### config.mk
export PLATFORM = sky130hd
export DESIGN_NAME = seg7_time_display
export DESIGN_NICKNAME = d
export VERILOG_FILES = /design/src/rtl/seg7_pkg.sv /design/src/rtl/bin2bcd_6b.sv /design/src/rtl/seg7_time_display.sv
export SDC_FILE = /design/constraint.sdc
export NUM_CORES = 1
export LEC_CHECK = 0
export CORE_ASPECT_RATIO = 1.75
export CORE_MARGIN = 1.5
export CORE_UTILIZATION = 25
export CTS_BUF_LIST = sky130_fd_sc_hd__clkbuf_8
export CTS_CLUSTER_DIAMETER = 50
export DETAILED_ROUTE_END_ITERATION = 7
export SLEW_MARGIN = 20
export SYNTH_ARGS = -nofsm -noshare
export SYNTH_HDL_FRONTEND = slang
export SYNTH_SLANG_ARGS = --single-unit
### constraint.sdc
create_clock -name clk -period 5.7 [get_ports clk]
set_input_delay 1.14 -clock clk [delete_from_list [all_inputs] [get_ports clk]]
set_output_delay 1.14 -clock clk [all_outputs]
set_load 0.05 [all_outputs]
### src/rtl/seg7_pkg.sv
// Shared types and segment encodings for the MM.SS 7-segment display stage.
package seg7_pkg;

  localparam int unsigned VAL_W      = 6;
  localparam int unsigned SEG_W      = 7;
  localparam int unsigned NUM_DIGITS = 4;

  localparam logic [VAL_W-1:0] MAX_TIME_VAL = 6'd59;

  // Active-low segments, bit order {g,f,e,d,c,b,a}
  localparam logic [SEG_W-1:0] SEG_OFF  = 7'h7F;
  localparam logic [SEG_W-1:0] SEG_DASH = 7'b0111111;
  localparam logic [9:0][SEG_W-1:0] SEG_DIGIT = {
    7'b0010000,  // 9
    7'b0000000,  // 8
    7'b1111000,  // 7
    7'b0000010,  // 6
    7'b0010010,  // 5
    7'b0011001,  // 4
    7'b0110000,  // 3
    7'b0100100,  // 2
    7'b1111001,  // 1
    7'b1000000   // 0
  };

  typedef logic [1:0] digit_idx_t;

  typedef enum logic {
    ST_BLANK = 1'b0,
    ST_DRIVE = 1'b1
  } scan_state_t;

  typedef struct packed {
    logic [VAL_W-1:0] minutes;
    logic [VAL_W-1:0] seconds;
  } time_val_t;

  function automatic logic [SEG_W-1:0] seg_encode(input logic [3:0] d);
    if (d > 4'd9) return SEG_DASH;
    return SEG_DIGIT[d];
  endfunction

endpackage

### src/rtl/bin2bcd_6b.sv
// Combinational 6-bit binary to tens/units split via compare/subtract ladder.
module bin2bcd_6b
  import seg7_pkg::*;
(
  input  logic [VAL_W-1:0] bin,
  output logic [2:0]       tens,
  output logic [3:0]       units,
  output logic             ovf
);

  always_comb begin
    ovf   = (bin > MAX_TIME_VAL);
    tens  = 3'd0;
    units = 4'(bin);
    if (bin >= 6'd50) begin
      tens  = 3'd5;
      units = 4'(bin - 6'd50);
    end else if (bin >= 6'd40) begin
      tens  = 3'd4;
      units = 4'(bin - 6'd40);
    end else if (bin >= 6'd30) begin
      tens  = 3'd3;
      units = 4'(bin - 6'd30);
    end else if (bin >= 6'd20) begin
      tens  = 3'd2;
      units = 4'(bin - 6'd20);
    end else if (bin >= 6'd10) begin
      tens  = 3'd1;
      units = 4'(bin - 6'd10);
    end
  end

endmodule

### src/rtl/seg7_time_display.sv
// 4-digit multiplexed MM.SS display driver with per-frame capture and blanking.
// Optional digit blinking enabled by defining SEG7_TIME_DISPLAY_BLINK_EN.
module seg7_time_display
  import seg7_pkg::*;
#(
  parameter int unsigned SCAN_DIV  = 1000,
  parameter int unsigned BLANK_CYC = 4
) (
  input  logic             clk,
  input  logic             rst,
  input  logic             disp_en,
  input  logic [VAL_W-1:0] i_minutes,
  input  logic [VAL_W-1:0] i_seconds,
`ifdef SEG7_TIME_DISPLAY_BLINK_EN
  input  logic             blink_tick,
  input  logic [1:0]       blink_sel,
`endif
  output logic [3:0]       o_an,
  output logic [SEG_W-1:0] o_seg,
  output logic             o_dp,
  output logic             o_frame_done
);

  localparam int unsigned CNT_W = $clog2(SCAN_DIV);
  localparam logic [CNT_W-1:0] CNT_LAST  = CNT_W'(SCAN_DIV - 1);
  localparam logic [CNT_W-1:0] CNT_BLANK = CNT_W'(BLANK_CYC);

  logic [CNT_W-1:0] cnt_q, cnt_nxt;
  digit_idx_t       idx_q, idx_nxt;
  scan_state_t      state_q, state_nxt;
  time_val_t        cap_q, src_c;
  logic             capture_c;

  logic [3:0]       an_nxt;
  logic [SEG_W-1:0] seg_nxt, digit_seg_c;
  logic             dp_nxt, fd_nxt;

  logic [2:0] min_tens_c, sec_tens_c;
  logic [3:0] min_units_c, sec_units_c;
  logic       min_ovf_c, sec_ovf_c;

`ifdef SEG7_TIME_DISPLAY_BLINK_EN
  logic phase_q, phase_nxt;
  assign phase_nxt = phase_q ^ (disp_en & blink_tick);
`endif

  // Frame start capture; forwarded so the first slot decodes the fresh value
  assign capture_c = disp_en && (cnt_q == '0) && (idx_q == 2'd0);

  always_comb begin
    src_c = cap_q;
    if (capture_c) begin
      src_c.minutes = i_minutes;
      src_c.seconds = i_seconds;
    end
  end

  bin2bcd_6b u_min_bcd (
    .bin   (src_c.minutes),
    .tens  (min_tens_c),
    .units (min_units_c),
    .ovf   (min_ovf_c)
  );

  bin2bcd_6b u_sec_bcd (
    .bin   (src_c.seconds),
    .tens  (sec_tens_c),
    .units (sec_units_c),
    .ovf   (sec_ovf_c)
  );

  // Slot counter and digit index
  always_comb begin
    cnt_nxt = cnt_q;
    idx_nxt = idx_q;
    if (!disp_en) begin
      cnt_nxt = '0;
      idx_nxt = 2'd0;
    end else if (cnt_q == CNT_LAST) begin
      cnt_nxt = '0;
      idx_nxt = idx_q + 2'd1;
    end else begin
      cnt_nxt = cnt_q + CNT_W'(1);
    end
  end

  // Segment pattern for the digit about to be shown
  always_comb begin
    digit_seg_c = SEG_OFF;
    case (idx_nxt)
      2'd0:    digit_seg_c = sec_ovf_c ? SEG_DASH : seg_encode(sec_units_c);
      2'd1:    digit_seg_c = sec_ovf_c ? SEG_DASH : seg_encode({1'b0, sec_tens_c});
      2'd2:    digit_seg_c = min_ovf_c ? SEG_DASH : seg_encode(min_units_c);
      default: digit_seg_c = min_ovf_c ? SEG_DASH : seg_encode({1'b0, min_tens_c});
    endcase
`ifdef SEG7_TIME_DISPLAY_BLINK_EN
    if (phase_q && blink_sel[idx_nxt[1]]) digit_seg_c = SEG_OFF;
`endif
  end

  // Scan FSM next state and registered-output precompute
  always_comb begin
    state_nxt = ST_BLANK;
    an_nxt    = 4'hF;
    seg_nxt   = SEG_OFF;
    dp_nxt    = 1'b1;
    fd_nxt    = 1'b0;
    if (disp_en) begin
      case (state_q)
        ST_BLANK: state_nxt = (cnt_nxt >= CNT_BLANK) ? ST_DRIVE : ST_BLANK;
        ST_DRIVE: state_nxt = (cnt_nxt == '0) ? ST_BLANK : ST_DRIVE;
        default:  state_nxt = ST_BLANK;
      endcase
      fd_nxt = (cnt_nxt == CNT_LAST) && (idx_nxt == 2'd3);
      if (state_nxt == ST_DRIVE) begin
        an_nxt  = ~(4'b0001 << idx_nxt);
        seg_nxt = digit_seg_c;
        dp_nxt  = (idx_nxt != 2'd2);
      end
    end
  end

  always_ff @(posedge clk or negedge rst) begin
    if (!rst) begin
      cnt_q        <= '0;
      idx_q        <= 2'd0;
      state_q      <= ST_BLANK;
      cap_q        <= '0;
      o_an         <= 4'hF;
      o_seg        <= SEG_OFF;
      o_dp         <= 1'b1;
      o_frame_done <= 1'b0;
`ifdef SEG7_TIME_DISPLAY_BLINK_EN
      phase_q      <= 1'b0;
`endif
    end else begin
      cnt_q        <= cnt_nxt;
      idx_q        <= idx_nxt;
      state_q      <= state_nxt;
      cap_q        <= src_c;
      o_an         <= an_nxt;
      o_seg        <= seg_nxt;
      o_dp         <= dp_nxt;
      o_frame_done <= fd_nxt;
`ifdef SEG7_TIME_DISPLAY_BLINK_EN
      phase_q      <= phase_nxt;
`endif
    end
  end

endmodule

# [After elaboration in Yosys (flattened, before gate mapping)]
# Memories as Yosys holds them, arrays and structs flattened.
# Cells that the tools add are included.
[word_totals] reg_bits=38 latchBits=0 ramBits=0 romBits=336 inputBits=15 mem_count=4
[mem_list] name="(no name shown)" words=16 width=7 rd=1 rd_ports_with_merged_regs=0 write_ports=0 line_no="seg7_pkg.sv:40" rtl="return SEG_DIGIT[d];"
[mem_list] name="(no name shown)" words=16 width=7 rd=1 rd_ports_with_merged_regs=0 write_ports=0 line_no="seg7_pkg.sv:40"
[mem_list] name="(no name shown)" words=8 width=7 rd=1 rd_ports_with_merged_regs=0 write_ports=0 line_no="seg7_pkg.sv:40"
[mem_list] name="(no name shown)" words=8 width=7 rd=1 rd_ports_with_merged_regs=0 write_ports=0 line_no="seg7_pkg.sv:40"
[classes] addsub=12 n_mul=0 div_mod_pow=0 n_lt_le_gt_ge=21 eq_ne=6 shifts=1 mux=62 bitwise_logic=2 n_reduce_logical=8
[op_table] operator="two-way mux 7 bit" n=18
[op_table] operator="two-way mux 4 bit" n=12
[op_table] operator=">= comparator 6 x 5 -> 1 bit (second input constant)" n=4
[op_table] operator=">= comparator 6 bit (second input constant)" n=4
[op_table] operator="two-way mux 3 bit" n=8
[op_table] operator="subtractor 4 bit (second input constant)" n=6
[op_table] operator="case mux 7 bit (3 select lines)" n=1
[op_table] operator="equality test 10 bit (second input constant)" n=2
[op_table] operator="logical NOT 10 bit" n=2
[op_table] operator="two-way mux 10 bit" n=2
[op_table] operator="two-way mux 1 bit" n=17
[op_table] operator=">= comparator 6 x 4 -> 1 bit (second input constant)" n=2
[op_table] operator="> comparator 6 bit (second input constant)" n=2
[op_table] operator="two-way mux 12 bit" n=1
[op_table] operator="adder 10 x 1 -> 10 bit (second input constant)" n=1
[op_table] operator=">= comparator 10 x 3 -> 1 bit (second input constant)" n=1
[op_table] operator="less-than comparator 3 x 5 -> 1 bit (second input constant)" n=2
[op_table] operator="less-than comparator 4 x 5 -> 1 bit (second input constant)" n=2
[op_table] operator="> comparator 3 x 4 -> 1 bit (second input constant)" n=2
[op_table] operator="> comparator 4 bit (second input constant)" n=2
[op_table] operator="subtractor 4 x 2 -> 4 bit (second input constant)" n=2
[op_table] operator="subtractor 4 x 3 -> 4 bit (second input constant)" n=2
[op_table] operator="equality test 2 bit (second input constant)" n=2
[op_table] operator="logical NOT 2 bit" n=2
[op_table] operator="10 further kinds" n=13

# [Longest topological paths before layout]
# Gate-level depths: netlist (run 1).
[depth] depth_word=18 depth_mapped=22

# [By module]
# A second synthesis (run 1) with hierarchy kept.
[hier_totals] hier_cells=396 hier_area_um2=3439.5
[by_module_without_submodules] module="seg7_time_display" n_inst=1 cells_each=274 area_per_inst_um2=2518.7 seq_area_each_um2=939.7
[by_module_without_submodules] module="bin2bcd_6b" n_inst=2 cells_each=61 area_per_inst_um2=460.4 seq_area_each_um2=0.0

# [Worst setup path after synthesis (run 1)]
# OpenSTA, ideal clock, no wires.
[synth_path] path_kind="input to register" from="in disp_en" to="reg o_seg[5]" t_arrival_ns=4.703 path_slack_ns=0.916 stages=16 cell_sequence="buf_2 > nand4b_1 > nor3_4 > buf_6 > mux2i_2 > ha_1 > inv_1 > o21ai_0 > nor3_1 > a211oi_2 > a211oi_4 > xnor2_1 > inv_1 > ha_1 > or3_1 > a211o_1"
[synth_via] elab_chain_len=17 word_cells_on_any_way=87 cone_classes="10 x add/sub; 17 x order compare; 2 x eq/ne; 50 x mux; 4 x reduce/logical; 4 x memory"
[synth_rtl] item="start, declared" line_no="seg7_time_display.sv:11" rtl="input logic disp_en,"
[synth_rtl] item="logical AND 1 bit (2 in a row)" line_no="seg7_time_display.sv:48" rtl="assign capture_c = disp_en && (cnt_q == '0) && (idx_q == 2'd0);"
[synth_rtl] item="two-way mux 12 bit" line_no="seg7_time_display.sv:52" rtl="if (capture_c) begin"
[synth_rtl] item=">= comparator 6 x 4 -> 1 bit / subtractor 4 bit (equally long branches)" line_no="bin2bcd_6b.sv:27, bin2bcd_6b.sv:29"
[synth_rtl] item="two-way mux 1 bit / two-way mux 4 bit (equally long branches)" line_no="bin2bcd_6b.sv:27" rtl="end else if (bin >= 6'd10) begin"
[synth_rtl] item="two-way mux 3 bit / two-way mux 4 bit (equally long branches)" line_no="bin2bcd_6b.sv:24" rtl="end else if (bin >= 6'd20) begin"
[synth_rtl] item="two-way mux 3 bit / two-way mux 4 bit (equally long branches)" line_no="bin2bcd_6b.sv:21" rtl="end else if (bin >= 6'd30) begin"
[synth_rtl] item="two-way mux 3 bit / two-way mux 4 bit (equally long branches)" line_no="bin2bcd_6b.sv:18" rtl="end else if (bin >= 6'd40) begin"
[synth_rtl] item="two-way mux 3 bit / two-way mux 4 bit (equally long branches)" line_no="bin2bcd_6b.sv:15" rtl="if (bin >= 6'd50) begin"
[synth_rtl] item="> comparator 3 x 4 -> 1 bit / > comparator 4 bit (equally long branches)" line_no="seg7_pkg.sv:39" rtl="if (d > 4'd9) return SEG_DASH;"
[synth_rtl] item="two-way mux 1 bit" line_no="seg7_pkg.sv:39"
[synth_rtl] item="two-way mux 1 bit" line_no="seg7_time_display.sv:90" rtl="case (idx_nxt)"
[synth_rtl] item="two-way mux 7 bit" line_no="seg7_pkg.sv:40"
[synth_rtl] item="two-way mux 7 bit, on equally long branches"
[synth_rtl] item="case mux 7 bit (3 select lines)" line_no="seg7_time_display.sv:90"
[synth_rtl] item="two-way mux 7 bit" line_no="seg7_time_display.sv:115" rtl="if (state_nxt == ST_DRIVE) begin"
[synth_rtl] item="two-way mux 7 bit *" line_no="seg7_time_display.sv:108" rtl="if (disp_en) begin"
[synth_rtl] item="net seg_nxt[5]" line_no="seg7_time_display.sv:35" rtl="logic [SEG_W-1:0] seg_nxt, digit_seg_c;"
[synth_rtl] item="end signal, assigned" line_no="seg7_time_display.sv:142" rtl="o_seg <= seg_nxt;"
[synth_rtl] item="end, declared" line_no="seg7_time_display.sv:19" rtl="output logic [SEG_W-1:0] o_seg,"
# Mark *: on every way through the listed nets, which the timed path passes. The rest lies on a longest branch. The select of a mux whose other input is x is not followed.

==> reports/results.txt, run 1 <==
outcome -> complete, no violations
setup TNS -> 0 ns
cell taking the most area after synthesis -> dfrtp_1
antenna violations before repair -> 0
Worst Hold Launch -> cnt_q[0]
Die W -> 96.57 µm
CTS tree -> done
WL/cell -> 18.67 µm
via count -> 3,843
CTS Buf Count -> 5
Initial Utilization -> 25.68%
post-CTS setup buffers -> 0
Synth top cells by count -> nor2_1, nand2_1, inv_1
area of the core -> 14,910 µm²
Worst setup EP type -> flop
most frequent CP cell -> ha_1
post-CTS sizing -> 0
fmax -> 193.3 MHz
Slew headroom -> 38.22%
Syn Nets -> 521
FF-to-FF path depth -> 15
Placer Congestion -> 0.9440
total wire length -> 12.73 mm
largest net degree at the start of global routing -> 38
nature of the critical path startpoint -> primary input
pwr/cell area -> 335.1 nW/µm²
RSZ-0062 raised after global routing -> no
total iterations of the first detailed-routing run -> 8
synth warn -> 0
CTS H-tree lvls -> 2
CP required -> 5.93 ns
count leader, synth -> nor2_1
Die Footprint -> 16,100 µm²
Clock Latency Late Sink -> 0.31 ns
Detailed Route Iter0 Violations -> 365
row cnt -> 59
Synth Flop Type -> dfrtp_1
crit path launch -> disp_en
area grow syn2layout -> 14.90%
max-cap violations -> 0
clock skew -> 0.01106 ns
Port Buf Inserts -> 27
FF-to-FF setup slack -> 1.20 ns
slowest stage cell, crit path -> clkdlybuf4s50_1
Final Hold Viols -> 0
Reg clk slew, reported paths -> 0.08 ns
vias in the first global route -> 3,778
worst-case vdd ir drop -> 0.0001427 V
post-layout minimum cycle time -> 5.174 ns
Final ANT Viol Nets -> 0
GRT overflow -> 0
fin crit share -> 90.76%
worst-path fanout max -> 11
Post-DP Area -> 4284 µm²
reg-to-reg startpoint -> cnt_q[5]
Post-synth EDFFs -> 0
Crit path largest cell delay -> 0.69 ns
Nets -> 542
hold buffer count at cts -> 0
Clock Tree Buf Depth -> 2
clock root buffer -> clkbuf_8
worst path cell trace -> clkdlybuf4s50_1 > nand4b_1 > nor3_4 > nor2_1 > a21oi_4 > inv_1 > ha_1 > nor2b_1 > nor4_1 > a211oi_2 > a211oi_4 > xnor2_1 > ha_1 > mux2_2 > a2111oi_2 > o41ai_1
Global Route Usage Sum -> 16.37%
Residual DRC -> 0
hold path cells -> 1
number of synthesized register bits -> 37
CTS sink count -> 37
Via density -> 5.635
Final Setup Violations -> 0
Ant. Diodes -> 0
actual slew at the worst max-slew pin -> 0.9267 ns
global-route wire length before repair -> 19.99 mm
hold slack -> 0.5160 ns
dpl hpwl -> 10.09 mm
hold worst-path end -> cnt_q[0]
post-synth cell types -> 77
synth top area cells -> dfrtp_1, ha_1, dfstp_2
critical path type -> primary input to flop
Cells after Synth -> 477
Final Cell Area -> 4400 µm²
post-synthesis cell area -> 3830 µm²
share of cells above drive strength 1 -> 13.43%
Synth top area share -> 16.99%
Slew Limit Fails -> 0
Tot Pwr -> 1.475 mW
sequential fraction of the synthesis area -> 24.53%
IO Pins -> 28
LEAKAGE -> 1.807 nW
Avg Synthesized Cell Area -> 8.029 µm²
Die Y -> 166.7 µm
Worst R2R End -> o_seg[0]
Critical Path AT -> 5.40 ns
FFs w/ async S/R, synth -> 100.0%
Min-Delay Path Class -> flop to flop
[worst max path at each step]
stage	end	slack, ns	depth (start not counted)
2_1_floorplan	o_seg[5]	0.92	16
3_3_place_gp	o_seg[5]	0.42	17
3_5_place_dp	o_seg[5]	0.27	17
4_1_cts	o_seg[5]	0.58	17
5_1_grt	o_seg[5]	0.24	17
6_report	o_seg[0]	0.53	16
[where the power goes]
group          internal, mW  switching (mW)  leakage (nW)
clock                 0.141           0.108        0.0626
combinational         0.341           0.529          1.29
sequential            0.303          0.0535         0.451
[worst max-delay path, delay by kind of cell]
kind                     cells  cell delay (ns)
AO/OA/AOI/OAI                5             1.23
XOR/XNOR                     1             0.22
adder cells (fa/ha/maj)      2             0.50
buffers and inverters        2             0.81
multiplexers                 1             0.29
AND/OR/NAND/NOR              5             1.19
[cell type report]
cell class                      count  area, µm²
Clock inverter                      2      33.78
Inverter                           32      120.1
Fill cell                        1603      10510
Timing Repair Buffer               43      385.4
Sequential cell                    37      939.7
Clock buffer                        6      82.58
Tap cell                          183      229.0
Multi-Input combinational cell    379       2610
[through the flow]
stage          utilization (%)  setup WS [ns]  cells
2_1_floorplan                -         0.9156    477
3_3_place_gp             28.73         0.4158    674
3_5_place_dp             28.73         0.2718    674
4_1_cts                  29.51         0.5800    682
5_1_grt                  29.51         0.2412    682
6_report                 29.51         0.5265    682
[cells in the final DEF (no fill, tap or decap), types with 5 or more instances in the layout]
cell / Yosys / layout
nor2_1: 40 / 40
nand2_1: 33 / 33
inv_1: 31 / 32
ha_1: 29 / 29
o21ai_0: 27 / 27
dfrtp_1: 26 / 26
clkdlybuf4s50_1: 0 / 26
a21oi_1: 24 / 24
nor3_1: 21 / 21
buf_4: 2 / 16
a31oi_1: 14 / 14
nand4_1: 13 / 13
nand3_1: 13 / 13
mux2i_1: 13 / 13
dfstp_2: 11 / 11
nor2b_1: 9 / 9
nor4_1: 9 / 9
nand2b_1: 9 / 9
or3_1: 8 / 8
a211oi_1: 8 / 8
mux2_2: 7 / 7
o31ai_1: 6 / 6
xnor2_1: 6 / 6
and3_1: 6 / 6
o211ai_1: 6 / 6
clkbuf_8: 0 / 6
or2_2: 5 / 5
o21a_1: 5 / 5
[registers in the layout (all words and copies together), names as in the netlist]
name and count:
idx_q 2, cap_q 12, state_q 1, o_dp 1, o_seg 7, o_frame_done 1, cnt_q 10, o_an 3
[layer usage]
layer / up-vias / global-route usage (%) / wire length [µm]
met5: - / 0 / 0
met4: 0 / 10.08 / 739
met3: 50 / 1.918 / 494
met2: 147 / 29.89 / 7132
met1: 1849 / 16.94 / 4366
li1: 1797 / - / -
[cells by family after synthesis]
group / after synthesis / share of synthesized area, %
compound gates: 133 / 24.67
xor+xnor: 9 / 2.058
fa+ha+maj: 29 / 9.474
buf+inv: 61 / 7.317
flops: 37 / 24.53
mux: 21 / 5.815
simple gates: 187 / 26.14
Note: power is estimated with default switching activity, not from simulation.
==> inputs of run 2 (changes only) <==
==> constraint.sdc (replaced) <==
create_clock -name clk -period 5.7 [get_ports clk]
set_input_delay 1.14 -clock clk [delete_from_list [all_inputs] [get_ports clk]]
set_output_delay 1.14 -clock clk [all_outputs]
set_load 0.02 [all_outputs]
==> results of run 2 <==
Same layout as run 1 (identical final DEF). Status: complete, no violations.
Among the figures that moved: total power 1.475 mW -> 1.451 mW
